<file path="src/rtl/cu_fsm_pkg.sv">
// Shared RV32I control definitions: opcode encodings, SYSTEM func3 codes
// and the PC-source select used by the decoder.
package cu_fsm_pkg;

  typedef enum logic [6:0] {
    OP_LOAD   = 7'b0000011,
    OP_IMM    = 7'b0010011,
    OP_AUIPC  = 7'b0010111,
    OP_STORE  = 7'b0100011,
    OP_RG3    = 7'b0110011,
    OP_LUI    = 7'b0110111,
    OP_BRANCH = 7'b1100011,
    OP_JALR   = 7'b1100111,
    OP_JAL    = 7'b1101111,
    OP_SYS    = 7'b1110011
  } opcode_t;

  localparam logic [2:0] F3_MRET  = 3'b000;
  localparam logic [2:0] F3_CSRRW = 3'b001;

  // PC mux select driven by the decoder; PC_MTVEC is forced on int_taken.
  typedef enum logic [2:0] {
    PC_PLUS4  = 3'b000,
    PC_JALR   = 3'b001,
    PC_BRANCH = 3'b010,
    PC_JAL    = 3'b011,
    PC_MTVEC  = 3'b100,
    PC_MEPC   = 3'b101
  } pc_source_t;

  // Opcodes whose single EXEC cycle writes rd (LOAD writes rd in WB instead).
  function automatic logic writes_rd_in_exec(input opcode_t op);
    case (op)
      OP_LUI, OP_AUIPC, OP_JAL, OP_JALR, OP_IMM, OP_RG3: writes_rd_in_exec = 1'b1;
      default:                                           writes_rd_in_exec = 1'b0;
    endcase
  endfunction

endpackage

</file>
<file path="src/rtl/cu_fsm.sv">
// Multicycle RV32I control unit: FETCH/EXEC(/WB) per instruction, with
// interrupt entry only on instruction boundaries.
module cu_fsm
  import cu_fsm_pkg::*;
(
  input  logic       CLK,
  input  logic       RST,
  input  logic       intr,
  input  logic       mie,
  input  logic [6:0] opcode,
  input  logic [2:0] func3,
  output logic       pcWrite,
  output logic       regWrite,
  output logic       memWE2,
  output logic       memRDEN1,
  output logic       memRDEN2,
  output logic       int_taken,
  output logic       csr_WE,
  output logic       mret_exec,
  output logic       reset,
  output logic [2:0] state_dbg
);

  typedef enum logic [2:0] {
    ST_INIT  = 3'd0,
    ST_FETCH = 3'd1,
    ST_EXEC  = 3'd2,
    ST_WB    = 3'd3,
    ST_INTR  = 3'd4
  } state_t;

  state_t  state, state_nxt;
  opcode_t op;
  logic    irq;

  assign op        = opcode_t'(opcode);
  assign irq       = intr & mie;
  assign state_dbg = state;

  always_ff @(posedge CLK or posedge RST) begin
    if (RST) state <= ST_INIT;
    else     state <= state_nxt;
  end

  always_comb begin
    state_nxt = ST_INIT;
    pcWrite   = 1'b0;
    regWrite  = 1'b0;
    memWE2    = 1'b0;
    memRDEN1  = 1'b0;
    memRDEN2  = 1'b0;
    int_taken = 1'b0;
    csr_WE    = 1'b0;
    mret_exec = 1'b0;
    reset     = 1'b0;

    case (state)
      ST_INIT: begin
        reset     = 1'b1;
        state_nxt = ST_FETCH;
      end

      ST_FETCH: begin
        memRDEN1  = 1'b1;
        state_nxt = ST_EXEC;
      end

      ST_EXEC: begin
        // Every non-LOAD instruction retires here, so it is an interrupt boundary.
        state_nxt = irq ? ST_INTR : ST_FETCH;
        pcWrite   = 1'b1;
        if (op == OP_LOAD) begin
          memRDEN2  = 1'b1;
          pcWrite   = 1'b0;
          state_nxt = ST_WB;
        end else if (op == OP_STORE) begin
          memWE2 = 1'b1;
        end else if (writes_rd_in_exec(op)) begin
          regWrite = 1'b1;
        end else if (op == OP_SYS) begin
          if (func3 == F3_CSRRW) begin
            regWrite = 1'b1;
            csr_WE   = 1'b1;
          end else if (func3 == F3_MRET) begin
            mret_exec = 1'b1;
          end
        end
      end

      ST_WB: begin
        regWrite  = 1'b1;
        pcWrite   = 1'b1;
        state_nxt = irq ? ST_INTR : ST_FETCH;
      end

      ST_INTR: begin
        int_taken = 1'b1;
        pcWrite   = 1'b1;
        state_nxt = ST_FETCH;
      end

      default: state_nxt = ST_INIT;
    endcase
  end

endmodule

</file>
<file path="config.mk">
export PLATFORM = sky130hd
export DESIGN_NAME = cu_fsm
export DESIGN_NICKNAME = d
export VERILOG_FILES = /design/src/rtl/cu_fsm_pkg.sv /design/src/rtl/cu_fsm.sv
export SDC_FILE = /design/constraint.sdc
export NUM_CORES = 1
export LEC_CHECK = 0
export ABC_AREA = 1
export BUFFER_PORTS_ARGS = -buffer_cell sky130_fd_sc_hd__buf_2
export CAP_MARGIN = 30
export CELL_PAD_IN_SITES_DETAIL_PLACEMENT = 0
export CELL_PAD_IN_SITES_GLOBAL_PLACEMENT = 1
export CORE_UTILIZATION = 23
export CTS_CLUSTER_SIZE = 14
export DETAILED_ROUTE_END_ITERATION = 8
export PLACE_DENSITY_LB_ADDON = 0.1
export SYNTH_ARGS = -nofsm -noshare
export SYNTH_HDL_FRONTEND = slang
export SYNTH_SLANG_ARGS = --single-unit
</file>
<file path="constraint.sdc">
create_clock -name CLK -period 1.3 [get_ports CLK]
set_input_delay 0.26 -clock CLK [delete_from_list [all_inputs] [get_ports CLK]]
set_output_delay 0.26 -clock CLK [all_outputs]
set_load 0.01 [all_outputs]
</file>
==> impl_metrics.toml <==
[status]
status = "complete, but fails checks"
violations = "setup timing"

[yosys]
synth-seq-cells = 3
syn_area_um2 = 350
syn_area_per_cell_um2 = 5.84
yosysTopAreaCell = "dfrtp_1"
yosysWarnings = 0
ys_types = 15
synthesis.nets = 74
yosysSeqAreaShare_pct = 21.4
synth_area_leaders = "dfrtp_1 (21%), nand2_1 (15%), nor2_1 (13%)"
synth_top_area_share_pct = 21.4
synthCells = 60

[pwr]
p_total_mw = 1.14
cellPowerDensity_nw_per_um2 = 1620
ir_drop_mv = 0.644
cellLeakagePower_nw = 0.409

[global_routing]
first_global_vias = 360
grt_max_degree = 6
grt_overflow_total = 0
grt_use_total_pct = 12.9
antenna_found_initial = 0
grt_pass1_wl_um = 1420

[timing]
hold_violations = 0
setup_viol = 9
worst_clock_skew_ps = 3.15
slew_violations = 0
slew_headroom_pct = 85.6
fin_ws_ps = -209
max_freq_ghz = 0.663
rsz0062_at_grt = "true"
tightest_slew_ps = 216
fin_crit_sh_pct = 116
final.min_clock_period_ps = 1510

[worst_setup_path]
worstSetupEndpointType = "primary output"
critical_path_peak_fanout = 2
crit_chain = "inv_2, nand2_2, nor2_4, inv_2, nor2_4, nand3_2, nor2_2, buf_2"
cp.required_ps = 1040
worstPathArrival_ps = 1250
start_kind = "flop"
slowest_delay_ps = 370
cpLargestDelayFamily = "simple AND/OR/NAND/NOR gates"
critPathKind = "reg -> out"
ff2ff_path_depth = 6
path_depth = 8
path_buf_inv = 3
cp_slowest_cell = "dfrtp_1"

[placement]
gp_congestion = 0.679
portBuffers = 25
place_hpwl_um = 762
place_inst = 110
place_area_um2 = 574

[floorplan]
start_util_pct = 25.6
die_y_um = 41.0
die_w_um = 41.0
die_area_um2 = 1680
pin_count = 26
core_um2 = 1370
rows = 13

[detailed_routing]
drc_errors = 0
drt_iter0_drc = 9
via_count = 488
vias_per_cell = 4.03
wl_per_cell_um = 8.56
dr.pass1.iters = 4
wirelength_um = 1040
ant_nets = 0

[clock_network]
ctsRootBufferMaster = "clkbuf_4"
clk_pin_slew_ps = 40
cts_made_buffers = 3
clock_latency_ps = 230
tritoncts = "built"
max-clock-path-buffers = 2
cts.htree.levels = 1
numClockSinks = 3

[run]
maxCapViolations = 0

[cells_and_area]
antennaDiodeCount = 0
fin_area_um2 = 704
final_nets = 121
drive_gt1_share_pct = 57.5
area_growth_pct = 101
finish.utilization_pct = 51.6
final_cell_mix = "buf_2 (24), nand2_1 (14), buf_4 (13), inv_1 (9), nor2_1 (9)"
layout_commonest_cell = "buf_2"
instances_no_fill = 121
largest_reg_flops = 3

[min_path]
hold_depth = 3
hp-class = "in -> reg"
layer usage:
layer | global-route usage, % | routed length, um | part of all wire (%)
met1 | 17.9 | 520 | 50
met2 | 19.9 | 464 | 45
met3 | 1.63 | 51 | 4.9
met4 | 5.00 | 0 | 0
met5 | 0 | 0 | 0
Yosys cell counts:
cell	n
dfrtp_1	3
inv_1	9
inv_2	3
nand2_1	14
nand2_2	2
nand3_1	4
nand3_2	1
nor2_1	12
nor2_2	1
nor2_4	3
nor3_1	1
nor3b_1	2
o211ai_1	1
o21ai_0	2
or2_1	2
per-stage QoR:
| stage | setup WS [ps] | hold slack (ps) | TNS, ps |
|---|---|---|---|
| detailed placement | -68.3 | 125 | -223 |
| finish | -209 | 327 | -1480 |
| global placement | -76.3 | 125 | -261 |
| floorplan | -13.2 | 13.6 | -26.4 |
| global route | -318 | 341 | -2200 |
| CTS | -257 | 329 | -1630 |
final cells by class:
cell class	instances	area, um^2
Fill cell	150	662
Timing Repair Buffer	42	273
Multi-Input combinational cell	45	265
Sequential cell	3	76.3
Inverter	12	45.0
Clock buffer	4	26.3
Tap cell	15	18.8
worst paths after layout:
path                                   start      endpoint  slack (ps)
worst min-delay path                     mie  state_dbg[2]         330
min in group asynchronous                RST  state_dbg[2]         450
worst max register to register  state_dbg[1]  state_dbg[1]         140
worst max-delay path            state_dbg[2]     mret_exec        -210
max in group asynchronous                RST  state_dbg[0]         700
worst min register to register  state_dbg[0]  state_dbg[2]         770
kinds of logic after synthesis:
group,share of synthesized area (%)
AOI/OAI and AO/OA,5.00
buffers and inverters,12.9
DFF,21.4
and+or+nand+nor,60.7
repair_timing:
item                                    CTS  global route
endpoints found under the setup margin    9             9
hold endpoints to repair                  3             0
pin swaps                                 5             3
hold buffers                              1             0
buffers inserted                          5             1
gates resized for setup                   7             5
worst min-delay path: stages:
cell,delay (ps)
buf_2,90
nand2_1,80
o21ai_0,70
power by group:
part	internal, mW	leakage [nW]	switching, mW	total (mW)
combinational	0.436	0.357	0.351	0.787
clock	0.115	0.0150	0.0419	0.156
sequential	0.134	0.0370	0.0611	0.196
total	0.685	0.409	0.454	1.14
Note: power is estimated with default switching activity, not from simulation.
